### config.mk
export PLATFORM = sky130hd
export DESIGN_NAME = regfile_debug_port
export DESIGN_NICKNAME = d
export VERILOG_FILES = /design/src/rtl/regfile_debug_port.sv
export SDC_FILE = /design/constraint.sdc
export NUM_CORES = 1
export LEC_CHECK = 0
export ABC_CLOCK_PERIOD_IN_PS = 2930
export CORE_ASPECT_RATIO = 1.75
export CORE_MARGIN = 5
export CORE_UTILIZATION = 47
export DETAILED_ROUTE_END_ITERATION = 7
export PLACE_DENSITY_LB_ADDON = 0.12
export SETUP_SLACK_MARGIN = 0.1
export SLEW_MARGIN = 0
export SYNTH_ARGS = -nofsm -noshare
export SYNTH_HDL_FRONTEND = slang
export SYNTH_SLANG_ARGS = --single-unit
### constraint.sdc
create_clock -name CLK -period 2.93 [get_ports CLK]
set_input_delay 0.293 -clock CLK [delete_from_list [all_inputs] [get_ports CLK]]
set_output_delay 0.293 -clock CLK [all_outputs]
set_load 0.005 [all_outputs]
### src/rtl/regfile_debug_port.sv
// Debug-side initiator for the register file's extra access port: halts the core,
// performs single reads/writes or a full 32-register dump, and streams responses back.
module regfile_debug_port #(
   parameter int REG_ADDR_WIDTH = 5,
   parameter int DATA_WIDTH     = 32,
   parameter int HALT_TIMEOUT   = 255
) (
   input  logic                      CLK,
   input  logic                      RST,
   input  logic                      cmd_valid,
   output logic                      cmd_ready,
   input  logic [1:0]                cmd_op,
   input  logic [REG_ADDR_WIDTH-1:0] cmd_addr,
   input  logic [DATA_WIDTH-1:0]     cmd_data,
   output logic                      rsp_valid,
   input  logic                      rsp_ready,
   output logic [REG_ADDR_WIDTH-1:0] rsp_addr,
   output logic [DATA_WIDTH-1:0]     rsp_data,
   output logic                      rsp_err,
   output logic                      rsp_last,
   output logic                      halt_req,
   input  logic                      core_halted,
   output logic [REG_ADDR_WIDTH-1:0] extra_addr,
   output logic                      extra_write_enable,
   output logic [DATA_WIDTH-1:0]     extra_write_data,
   input  logic [DATA_WIDTH-1:0]     extra_read_data,
   output logic                      busy
);

   localparam int CNT_W = (HALT_TIMEOUT < 2) ? 1 : $clog2(HALT_TIMEOUT);

   localparam logic [2:0] S_IDLE      = 3'd0;
   localparam logic [2:0] S_HALT_WAIT = 3'd1;
   localparam logic [2:0] S_RD_ADDR   = 3'd2;
   localparam logic [2:0] S_RD_CAP    = 3'd3;
   localparam logic [2:0] S_WR_PULSE  = 3'd4;
   localparam logic [2:0] S_RESP      = 3'd5;

   localparam logic [1:0] OP_READ  = 2'b00;
   localparam logic [1:0] OP_WRITE = 2'b01;
   localparam logic [1:0] OP_DUMP  = 2'b10;
   localparam logic [1:0] OP_RSVD  = 2'b11;

   localparam logic [REG_ADDR_WIDTH-1:0] LAST_ADDR    = '1;
   localparam logic [CNT_W-1:0]          TIMEOUT_LAST = CNT_W'(HALT_TIMEOUT - 1);

   logic [2:0]            state_r;
   logic [1:0]            op_r;
   logic [DATA_WIDTH-1:0] data_r;
   logic [CNT_W-1:0]      count_r;

   assign busy      = (state_r != S_IDLE);
   assign cmd_ready = (state_r == S_IDLE);

   // Command sequencer: halt handshake, register-file access timing and response channel.
   always_ff @(posedge CLK) begin
      if (RST) begin
         state_r            <= S_IDLE;
         op_r               <= 2'b00;
         data_r             <= '0;
         count_r            <= '0;
         rsp_valid          <= 1'b0;
         rsp_addr           <= '0;
         rsp_data           <= '0;
         rsp_err            <= 1'b0;
         rsp_last           <= 1'b0;
         halt_req           <= 1'b0;
         extra_addr         <= '0;
         extra_write_enable <= 1'b0;
         extra_write_data   <= '0;
      end else begin
         extra_write_enable <= 1'b0;
         case (state_r)
            S_IDLE: begin
               if (cmd_valid) begin
                  op_r    <= cmd_op;
                  data_r  <= cmd_data;
                  count_r <= '0;
                  if (cmd_op == OP_RSVD) begin
                     state_r   <= S_RESP;
                     rsp_valid <= 1'b1;
                     rsp_addr  <= cmd_addr;
                     rsp_data  <= '0;
                     rsp_err   <= 1'b1;
                     rsp_last  <= 1'b1;
                  end else begin
                     state_r    <= S_HALT_WAIT;
                     halt_req   <= 1'b1;
                     extra_addr <= (cmd_op == OP_DUMP) ? '0 : cmd_addr;
                  end
               end else begin
                  state_r <= S_IDLE;
               end
            end
            S_HALT_WAIT: begin
               if (core_halted) begin
                  if (op_r == OP_WRITE) begin
                     state_r            <= S_WR_PULSE;
                     extra_write_enable <= 1'b1;
                     extra_write_data   <= data_r;
                  end else begin
                     state_r <= S_RD_ADDR;
                  end
               end else if (count_r == TIMEOUT_LAST) begin
                  state_r   <= S_RESP;
                  rsp_valid <= 1'b1;
                  rsp_addr  <= extra_addr;
                  rsp_data  <= '0;
                  rsp_err   <= 1'b1;
                  rsp_last  <= 1'b1;
               end else begin
                  count_r <= count_r + 1'b1;
               end
            end
            S_RD_ADDR: begin
               if (!core_halted) begin
                  state_r   <= S_RESP;
                  rsp_valid <= 1'b1;
                  rsp_addr  <= extra_addr;
                  rsp_data  <= '0;
                  rsp_err   <= 1'b1;
                  rsp_last  <= 1'b1;
               end else begin
                  state_r <= S_RD_CAP;
               end
            end
            S_RD_CAP: begin
               // extra_read_data now reflects the address held through RD_ADDR.
               state_r   <= S_RESP;
               rsp_valid <= 1'b1;
               rsp_addr  <= extra_addr;
               if (!core_halted) begin
                  rsp_data <= '0;
                  rsp_err  <= 1'b1;
                  rsp_last <= 1'b1;
               end else begin
                  rsp_data <= extra_read_data;
                  rsp_err  <= 1'b0;
                  rsp_last <= (op_r != OP_DUMP) || (extra_addr == LAST_ADDR);
               end
            end
            S_WR_PULSE: begin
               state_r   <= S_RESP;
               rsp_valid <= 1'b1;
               rsp_addr  <= extra_addr;
               rsp_last  <= 1'b1;
               if (!core_halted) begin
                  rsp_data <= '0;
                  rsp_err  <= 1'b1;
               end else begin
                  rsp_data <= data_r;
                  rsp_err  <= 1'b0;
               end
            end
            S_RESP: begin
               if (rsp_ready) begin
                  rsp_valid <= 1'b0;
                  if ((op_r == OP_DUMP) && !rsp_err && (rsp_addr != LAST_ADDR)) begin
                     state_r    <= S_RD_ADDR;
                     extra_addr <= extra_addr + 1'b1;
                  end else begin
                     state_r  <= S_IDLE;
                     halt_req <= 1'b0;
                  end
               end else begin
                  state_r <= S_RESP;
               end
            end
            default: begin
               state_r   <= S_IDLE;
               rsp_valid <= 1'b0;
               halt_req  <= 1'b0;
            end
         endcase
      end
   end

endmodule
-- After elaboration in Yosys (flattened, before gate mapping)
Index checks and enable logic that the tools add are counted.
- register bits: 124
- input port bits: 76
- output and inout port bits: 81
- add/sub/neg operators: 2
- eq/ne operators: 24
- multiplexer cells: 50
- bitwise gates (word level): 3
- reduce and logical (&&, ||, !) cells: 21
- operator list (kind ; count):
    two-way mux 32 bit ; 7
    case mux 32 bit (5 select lines) ; 1
    two-way mux 5 bit ; 10
    two-way mux 8 bit ; 3
    two-way mux 3 bit ; 7
    inequality test 2 bit (second input constant) ; 10
    case mux 5 bit (4 select lines) ; 1
    AND reduction 6 bit ; 3
    case mux 8 bit (2 select lines) ; 1
    case mux 3 bit (5 select lines) ; 1
    two-way mux 1 bit ; 13
    case mux 1 bit (5 select lines) ; 2
    case mux 5 bit (2 select lines) ; 1
    AND reduction 5 bit ; 2
    adder 8 x 1 -> 8 bit (second input constant) ; 1
    == test 8 bit (second input constant) ; 1
    == test 2 bit (second input constant) ; 3
    == test 3 x 2 -> 1 bit (second input constant) ; 2
    == test 3 bit (second input constant) ; 2
    adder 5 x 1 -> 5 bit (second input constant) ; 1
    == test 5 bit (second input constant) ; 1
    inequality test 5 bit (second input constant) ; 1
    nonzero test 5 bit ; 1
    case mux 1 bit (4 select lines) ; 1
    20 further kinds ; 24

-- Longest topological paths before layout
Gate-level depths: netlist of the first run.
- depth in word-level cells: 6
- depth in mapped cells: 8

-- Worst setup path after synthesis of the first run
No wires, ideal clock.
- kind: register to register
- start point: reg count_r[0]
- end point: reg rsp_data[30]
- data arrival time: 1960 ps
- data required time: 2814 ps
- path slack: 854 ps
- stages on the path, launching flop included: 9
- path buffers: 2
- cells stage by stage: dfxtp_1 inv_1 ha_1 nand3_1 o31a_1 or4_1 buf_4 buf_6 a31o_1
- word-level cells in the longest chain between the ends: 3
- RTL lines (item ; line ; source):
    start: declaration ; 50 ; logic [CNT_W-1:0] count_r;
    start signal: assignment ; 112 ; count_r <= count_r + 1'b1;
    == test 8 bit ; 104 ; end else if (count_r == TIMEOUT_LAST) begin
    inequality test 2 bit (no line) ; - ;
    AND reduction 6 bit (no line) ; - ;
    end signal: assignment ; 137 ; rsp_data <= extra_read_data;
    end signal: assignment ; 151 ; rsp_data <= data_r;
    end: declaration ; 18 ; output logic [DATA_WIDTH-1:0] rsp_data,
No other way between the ends.
A chain may end at the register's enable or synchronous reset.

-- Worst setup path after layout of the first run
- start point: reg count_r[0]
- end point: reg rsp_data[31]
The elaborated chain is that of the path after synthesis.

==> results of run 1 <==
[state kept, by name, indices dropped and copies added (netlist names)]
name	flops
rsp_addr	5
extra_write_enable	1
data_r	32
rsp_valid	1
op_r	2
state_r	3
count_r	8
rsp_data	32
extra_addr	5
halt_req	1
extra_write_data	32
rsp_err	1
rsp_last	1
[power groups by stage]
stage	logic (mW)	registers, mW	clock network [mW]
2_1_floorplan	0.396	1.87	0
3_3_place_gp	0.713	1.88	0
3_5_place_dp	0.723	1.89	0
4_1_cts	0.730	1.85	2.25
5_1_grt	0.796	1.86	2.33
6_report	0.734	1.85	2.23
[per-stage QoR]
stage	instances	setup slack (ns)
5_1_grt	915	0.427
4_1_cts	915	0.545
3_5_place_dp	883	0.528
2_1_floorplan	626	0.854
3_3_place_gp	883	0.577
6_report	915	0.523
[layout by cell type, fill, tap and decap left out, types with 2 or more instances in the layout]
cell,count
a21o_1,2
a21oi_1,81
a22oi_1,32
a31o_1,29
a31o_2,3
a31oi_1,3
and3_1,4
and3b_1,2
buf_4,17
bufinv_16,4
clkbuf_16,17
clkdlybuf4s50_1,155
clkinv_2,2
clkinv_4,4
clkinvlp_4,4
dfxtp_1,124
ha_1,4
inv_1,6
mux2_2,5
mux2i_1,2
nand2_1,150
nand2b_1,3
nand3_1,15
nor2_1,41
nor2b_1,6
nor3_1,8
nor3b_1,3
nor4_1,2
o211a_1,3
o211ai_1,4
o21a_1,2
o21ai_0,9
o31a_1,2
o31ai_1,2
or3_1,3
or4_1,4
[logic make-up (layout without fill, tap and decap cells)]
family / after synthesis / count (layout) / share of synthesized area
xor+xnor: 2 / 2 / 0.00337
mux: 7 / 7 / 0.0147
compound gates: 185 / 185 / 0.235
buf+inv: 54 / 213 / 0.0448
fa+ha+maj: 4 / 4 / 0.00963
simple gates: 250 / 250 / 0.216
flops: 124 / 124 / 0.477
[worst min-delay path, delay by kind of cell]
kind                   cells  cell delay, ns
AND/OR/NAND/NOR            1            0.06
AO/OA/AOI/OAI              1            0.05
buffers and inverters      1            0.40
[per-layer routing]
layer | GRT usage | share of wire
met4 | 0.139 | 0.048
met2 | 0.473 | 0.54
met5 | 0 | 0
met3 | 0.0542 | 0.065
met1 | 0.266 | 0.35
[final timing paths]
path / startpoint / endpoint / slack [ns]
worst max-delay path: count_r[0]$_SDFFE_PP0P_ / rsp_data[31]$_SDFFE_PP0P_ / 0.52
worst min-delay path: cmd_data[18] / data_r[18]$_SDFFE_PP0N_ / 0.43
worst max register to register: count_r[0]$_SDFFE_PP0P_ / rsp_data[31]$_SDFFE_PP0P_ / 0.52
worst min register to register: extra_write_data[17]$_SDFFE_PP0P_ / extra_write_data[17]$_SDFFE_PP0P_ / 0.45
[final cells by class]
class	count	share of cell area
timing repair buffer	174	0.227
sequential	124	0.331
inverter	7	0.00350
clock inverter	14	0.0260
clock buffer	18	0.0585
tap	130	0.0217
multi-input combinational	448	0.332
==> flow_metrics.env, run 1 <==
export IMPL_outcome="complete, no violations"
export IMPL_vias=5277
export IMPL_nFillCells=846
export IMPL_cp_max_fo=31
export IMPL_fin_area_um2=7500
export IMPL_synth_area_leaders="dfxtp_1 48%, nand2_1 11%, a21oi_1 7.8%"
export IMPL_grt_pass1_wl_um=26700
export IMPL_synth_cell_types=58
export IMPL_cts_resized=0
export IMPL_cts_root_buf="clkbuf_16"
export IMPL_pwr_share_comb=0.153
export IMPL_antenna_left=0
export IMPL_multi_input_area_um2=2490
export IMPL_cp_start_kind="flop"
export IMPL_yosysTopAreaCellShare=0.477
export IMPL_dr_pass1_iters=5
export IMPL_synth_fp_nets=706
export IMPL_drt_drc_violations_left=0
export IMPL_switching_share=0.260
export IMPL_globalRouteTotalUtil=0.260
export IMPL_critPathBufInv=2
export IMPL_cts_tree="built"
export IMPL_chipHeight_um=149
export IMPL_crit_family="simple AND/OR/NAND/NOR gates"
export IMPL_die_w_um=89.5
export IMPL_p_sw_mw=1.25
export IMPL_p_leak_nw=2.70
export IMPL_postCtsSetupRepairBufs=0
export IMPL_diodes=0
export IMPL_critPathKind="reg -> reg"
export IMPL_setup_viol=0
export IMPL_drive_above_1_share=0.0828
export IMPL_port_buffers=156
export IMPL_clock_sinks=124
export IMPL_ff_latch_area_um2=2480
export IMPL_powerDensity_nw_per_um2=642
export IMPL_htree_num_levels=4
export IMPL_synth_warnings=0
export IMPL_synth_main_ff_cell="dfxtp_1"
export IMPL_fin_crit_ns=2.41
export IMPL_cp_arrival_ns=2.71
export IMPL_fmax_mhz=415
export IMPL_clockPowerShare=0.463
export IMPL_wl_per_cell_um=18.6
export IMPL_worst_pin_slew_ns=0.945
export IMPL_core_um2=10800
export IMPL_max_slew_margin_rel=0.370
export IMPL_wl_um=17000
export IMPL_area_growth_pct=44.2
export IMPL_finish_utilization=0.697
export IMPL_hold_violations=0
export IMPL_drtIter0Drc=356
export IMPL_drv_cap=0
export IMPL_finalWeightedCongestion=0.924
export IMPL_cts_made_buffers=17
export IMPL_final_nets=852
export IMPL_power_mw=4.81
export IMPL_num_io_pins=157
export IMPL_p_seq_frac=0.385
export IMPL_slowest_delay_ns=0.72
export IMPL_worstHoldPathCells=3
export IMPL_path_clk_slew_ns=0.06
export IMPL_yosys_area_top_type="dfxtp_1"
export IMPL_grt_overflow=0
export IMPL_initial_core_util=0.483
export IMPL_critPathCaptureType="flop"
export IMPL_fin_tns_setup_ns=0
export IMPL_dieArea_um2=13400
export IMPL_viasPerCell=5.77
export IMPL_hold_class="in -> reg"
export IMPL_synth_seq_area_share=0.477
export IMPL_antenna_found_initial=0
export IMPL_ys_seq_elements=124
export IMPL_r2r_cells=7
export IMPL_syn_area_um2=5200
export IMPL_synthCells=626
export IMPL_clockBufferDepth=2
export IMPL_clk_latency_ns=0.41
export IMPL_dpl_cell_area_um2=6870
export IMPL_skew_ns=0.00760
export IMPL_vdd_drop_max_v=0.000503
export IMPL_rsz0062_at_grt="false"
export IMPL_ys_top_cells_by_count="150 x nand2_1, 124 x dfxtp_1, 81 x a21oi_1"
export IMPL_grt_max_degree=90
export IMPL_syn_area_per_cell_um2=8.31
export IMPL_cts_hold_buf=0
export IMPL_num_rows=50
export IMPL_synth_most_common_cell="nand2_1"
export IMPL_slew_violations=0
export IMPL_cp_slowest_cell="or4_1"
export IMPL_critPathRequiredTime_ns=3.23
export IMPL_cp_num_cells=7
export IMPL_grt_pass1_vias=5374
export IMPL_async_flop_share=0
export IMPL_worstPathCellList="inv_1 -> ha_1 -> nand3_1 -> o31a_1 -> or4_1 -> buf_12 -> a31o_2"
export IMPL_p_int_mw=3.56
export IMPL_whs_ns=0.433
export IMPL_synth_edf_count=0
export IMPL_fin_crit_sh=0.822
export IMPL_post_dp_hpwl_um=11900
Note: power is estimated with default switching activity, not from simulation.
==> inputs of run 2 (changes only) <==
Settings changed: ABC_CLOCK_PERIOD_IN_PS 2930 to 2300.
Clock period 2.93 ns to 2.3 ns, I/O delays scaled along.
==> run 2 against run 1 <==
Compared with the run above:
- design area increased by 1.5%
- power increased by 25%
- sequential share of layout area down 0.38 points
- sequential power grew 29%
- clock skew rose by 0.0019 ns
- flip-flop and latch count did not move
- final cell count grew 1.7%
- critical path depth unchanged
- die area unchanged
- via count grew 0.87%
==> flow_metrics.env, run 2 (synthesis results as in run 1) <==
export IMPL_outcome="complete, no violations"
export IMPL_pre_cts_ws_ns=0.101
export IMPL_cp_arrival_ns=2.41
export IMPL_cp_start_kind="flop"
export IMPL_clock_sinks=124
export IMPL_cp_max_fo=6
export IMPL_num_io_pins=157
export IMPL_path_clk_slew_ns=0.06
export IMPL_die_w_um=89.5
export IMPL_final_cell_mix="154 x clkdlybuf4s50_1, 150 x nand2_1, 121 x dfxtp_1"
export IMPL_viasPerCell=5.72
export IMPL_cts_resized=6
export IMPL_drive_above_1_share=0.109
export IMPL_hold_class="in -> reg"
export IMPL_area_growth_pct=46.4
export IMPL_final_common_cell="clkdlybuf4s50_1"
export IMPL_globalRouteTotalUtil=0.263
export IMPL_drtIter0Drc=268
export IMPL_antenna_found_initial=0
export IMPL_cts_hold_buf=0
export IMPL_powerDensity_nw_per_um2=792
export IMPL_worstHoldPathCells=3
export IMPL_grt_pass1_wl_um=26900
export IMPL_fin_crit_ns=2.11
export IMPL_diodes=0
export IMPL_cts_made_buffers=17
export IMPL_dpl_cell_area_um2=6990
export IMPL_grt_max_degree=61
export IMPL_fin_crit_sh=0.919
export IMPL_grt_pass1_vias=5410
export IMPL_critPathRequiredTime_ns=2.59
export IMPL_cts_tree="built"
export IMPL_cts_root_buf="clkbuf_16"
export IMPL_drt_drc_violations_left=0
export IMPL_port_buffers=156
export IMPL_wl_per_cell_um=18.8
export IMPL_htree_num_levels=4
export IMPL_max_slew_margin_rel=0.564
export IMPL_drv_cap=0
export IMPL_vias=5323
export IMPL_slew_violations=0
export IMPL_worst_pin_slew_ns=0.654
export IMPL_antenna_left=0
export IMPL_dr_pass1_iters=5
export IMPL_grt_overflow=0
export IMPL_final_nets=868
export IMPL_setup_viol=0
export IMPL_fin_area_um2=7610
export IMPL_final_setup_worst_slack_ns=0.187
export IMPL_postCtsSetupRepairBufs=0
export IMPL_hold_violations=0
export IMPL_r2r_cells=7
export IMPL_num_rows=50
export IMPL_chipHeight_um=149
export IMPL_critPathKind="reg -> reg"
export IMPL_wl_um=17500
export IMPL_fin_tns_setup_ns=0
export IMPL_dieArea_um2=13400
export IMPL_fmax_mhz=473
export IMPL_top_regs="data_r x32, extra_write_data x32, rsp_data x32"
export IMPL_core_um2=10800
export IMPL_vdd_drop_max_v=0.000660
export IMPL_clockBufferDepth=2
export IMPL_skew_ns=0.00953
export IMPL_finalWeightedCongestion=0.868
export IMPL_critPathCaptureType="flop"
export IMPL_whs_ns=0.370
export IMPL_rsz0062_at_grt="true"
export IMPL_p_leak_nw=2.78
export IMPL_initial_core_util=0.483
export IMPL_post_dp_hpwl_um=12200
export IMPL_clk_latency_ns=0.41
[run 2: cell types whose count changed in the layout (fill, tap and decap cells not counted), sizes merged]
| cell | before | now |
|---|---|---|
| buf | 19 | 35 |
| bufinv | 4 | 2 |
| clkdlybuf4s50 | 155 | 154 |
| clkbuf | 18 | 20 |
| inv | 6 | 8 |
| clkinvlp | 4 | 2 |
| dlymetal6s2s | 0 | 1 |
[run 2: stage by stage]
step	instances	total power, mW	utilization
floorplan	626	2.89	-
global placement	899	3.35	0.649
detailed placement	899	3.37	0.649
CTS	931	6.05	0.707
global route	931	6.26	0.708
finish	931	6.03	0.708
[run 2: per-layer routing]
metal	routed length [µm]	global-route usage
met5	0	0
met4	694	0.134
met3	1030	0.0542
met2	9540	0.473
met1	6230	0.279
[run 2: power breakdown]
group	total, mW	internal (mW)	switching [mW]
logic	0.982	0.476	0.506
registers	2.38	2.27	0.111
clock network	2.68	1.69	0.986
total	6.03	4.43	1.60
[run 2: area by class of cell]
type / count / area (µm²)
Inverter: 7 / 26.3
Timing Repair Buffer: 190 / 1830
Clock buffer: 20 / 467
Fill cell: 868 / 3150
Sequential cell: 124 / 2490
Clock inverter: 12 / 138
Tap cell: 130 / 163
Multi-Input combinational cell: 448 / 2500
[run 2: worst paths after layout]
check                                                       start                                 to  slack, ns
worst min register to register  extra_write_data[30]$_SDFFE_PP0P_  extra_write_data[30]$_SDFFE_PP0P_       0.46
worst min-delay path                                          RST          rsp_data[24]$_SDFFE_PP0P_       0.37
worst max register to register            count_r[0]$_SDFFE_PP0P_           rsp_addr[4]$_SDFFE_PP0P_       0.19
worst max-delay path                      count_r[0]$_SDFFE_PP0P_           rsp_addr[4]$_SDFFE_PP0P_       0.19
[run 2: worst max-delay path, cell delays in order (launching register included)]
cell     delay, ns
dfxtp_1       0.31
inv_1         0.08
ha_1          0.15
nand3_1       0.11
o31a_1        0.32
or4_4         0.58
buf_4         0.18
mux2_2        0.27
==> inputs of run 3 (changes only) <==
Settings changed: CAP_MARGIN set to 20, CELL_PAD_IN_SITES_DETAIL_PLACEMENT set to 1, CELL_PAD_IN_SITES_GLOBAL_PLACEMENT set to 2, CORE_UTILIZATION 47 to 27.
==> run 3 against run 2 <==
Compared with the run above:
- non-clock buffer count increased by 3
- critical endpoint is now rsp_addr[3]$_SDFFE_PP0P_
- hold slack improved by 0.0033 ns
- design area rose by 3.0%
- global-route usage shrank 7.8 points
- utilization is 30 points lower
- worst setup slack got worse by 0.029 ns
- largest cell class unchanged
- final cell count up 12%
- largest power group unchanged
==> flow_metrics.env, run 3 (synthesis results as in run 1) <==
export IMPL_cp_max_fo=18
export IMPL_viasPerCell=4.97
export IMPL_grt_overflow=0
export IMPL_routedLengthMet1_um=7790
export IMPL_core_um2=19000
export IMPL_final_setup_worst_slack_ns=0.157
export IMPL_slew_violations=0
export IMPL_dr_pass1_iters=4
export IMPL_cts_made_buffers=17
export IMPL_cp_start_kind="flop"
export IMPL_initial_core_util=0.273
export IMPL_diodes=0
export IMPL_htree_num_levels=4
export IMPL_wl_um=20200
export IMPL_final_cell_mix="154 x clkdlybuf4s50_1, 150 x nand2_1, 121 x dfxtp_1"
export IMPL_worst_pin_slew_ns=0.441
export IMPL_vias=5189
export IMPL_r2r_start="count_r[0]$_SDFFE_PP0P_"
export IMPL_hold_class="in -> reg"
export IMPL_wl_met3_um=706
export IMPL_fin_crit_ns=2.14
export IMPL_finalWeightedCongestion=0.834
export IMPL_drt_drc_violations_left=0
export IMPL_r2r_end="rsp_addr[3]$_SDFFE_PP0P_"
export IMPL_pre_cts_ws_ns=-0.0850
export IMPL_clk_latency_ns=0.41
export IMPL_post_dp_hpwl_um=14000
export IMPL_num_io_pins=157
export IMPL_rrSetupSlack_ns=0.16
export IMPL_nFillCells=2247
export IMPL_cts_root_buf="clkbuf_16"
export IMPL_hold_violations=0
export IMPL_critPathKind="reg -> reg"
export IMPL_antenna_left=0
export IMPL_grt_pass1_wl_um=32100
export IMPL_fin_tns_setup_ns=0
export IMPL_port_buffers=156
export IMPL_final_common_cell="clkdlybuf4s50_1"
export IMPL_critPathRequiredTime_ns=2.60
export IMPL_clockBufferDepth=2
export IMPL_drive_above_1_share=0.113
export IMPL_grt_pass1_vias=5662
export IMPL_path_clk_slew_ns=0.06
export IMPL_wl_met2_um=11400
export IMPL_drv_cap=0
export IMPL_clock_sinks=124
export IMPL_chipHeight_um=194
export IMPL_globalRouteTotalUtil=0.185
export IMPL_p_leak_nw=2.81
export IMPL_endpoint="rsp_addr[3]$_SDFFE_PP0P_"
export IMPL_critPathCaptureType="flop"
export IMPL_fmax_mhz=467
export IMPL_skew_ns=0.0110
export IMPL_wl_per_cell_um=19.3
export IMPL_drtIter0Drc=163
export IMPL_rsz0062_at_grt="true"
export IMPL_vdd_drop_max_v=0.000392
export IMPL_dieArea_um2=22200
export IMPL_cp_arrival_ns=2.44
export IMPL_top_layer="met4"
export IMPL_setup_viol=0
export IMPL_cts_hold_buf=0
export IMPL_cts_tree="built"
export IMPL_area_growth_pct=50.8
export IMPL_max_slew_margin_rel=0.706
export IMPL_powerDensity_nw_per_um2=785
export IMPL_finish_utilization=0.412
export IMPL_critical_path_startpoint="count_r[0]$_SDFFE_PP0P_"
export IMPL_outcome="complete, no violations"
export IMPL_top_regs="data_r x32, extra_write_data x32, rsp_data x32"
export IMPL_num_rows=67
export IMPL_antenna_found_initial=0
export IMPL_grt_max_degree=90
export IMPL_final_nets=871
export IMPL_r2r_cells=7
export IMPL_fin_crit_sh=0.932
export IMPL_die_w_um=115
[run 3: through the flow]
step / area (µm²) / hold slack (ns) / total power, mW / instances
floorplan: 5200 / 0.366 / 2.89 / 626
global placement: 7190 / 0.442 / 3.43 / 1011
detailed placement: 7190 / 0.451 / 3.45 / 1011
CTS: 7840 / 0.356 / 6.26 / 1045
global route: 7840 / 0.366 / 6.45 / 1045
finish: 7840 / 0.373 / 6.16 / 1045
[run 3: area by class of cell]
| type | count | area (µm²) | share of cell area |
|---|---|---|---|
| clock buffer | 20 | 457 | 0.0582 |
| clock inverter | 12 | 138 | 0.0175 |
| inverter | 7 | 30.0 | 0.00383 |
| multi-input combinational | 448 | 2510 | 0.320 |
| sequential | 124 | 2490 | 0.317 |
| tap | 241 | 302 | 0.0384 |
| timing repair buffer | 193 | 1920 | 0.245 |
[run 3: worst min-delay path by stage]
stage	endpoint	slack (ns)	cells after the start	start
final	data_r[0]$_SDFFE_PP0N_	0.37	3	cmd_data[0]
after global routing	data_r[27]$_SDFFE_PP0N_	0.37	3	cmd_data[27]
after CTS	data_r[0]$_SDFFE_PP0N_	0.36	3	cmd_data[0]
after detailed placement	extra_write_data[29]$_SDFFE_PP0P_	0.45	2	extra_write_data[29]$_SDFFE_PP0P_
after global placement	extra_write_data[17]$_SDFFE_PP0P_	0.44	2	extra_write_data[17]$_SDFFE_PP0P_
after floorplan	data_r[0]$_SDFFE_PP0N_	0.37	2	cmd_data[0]
[run 3: report_power, final]
part           leakage, nW  switching [mW]  internal (mW)
registers             1.01           0.101           2.26
clock network        0.287            1.04           1.67
logic                 1.52           0.567          0.525
[run 3: metal layers]
layer  up-vias  GRT usage
met4         0     0.0487
met1      2519      0.199
met5         -          0
met3        14     0.0366
met2       110      0.357
li1       2546          -
[run 3: critical path, stage by stage, from the launching register on]
cell	delay, ns
dfxtp_1	0.31
inv_1	0.08
ha_1	0.14
nand3_1	0.09
o31a_1	0.31
or4_4	0.61
buf_12	0.20
mux2_2	0.28
[run 3: repair_timing]
action / CTS / global route
pin swaps: 1 / 1
cloned: 1 / 0
resized for setup: 5 / 5
setup endpoints to repair: 36 / 17
buffers inserted: 1 / 0
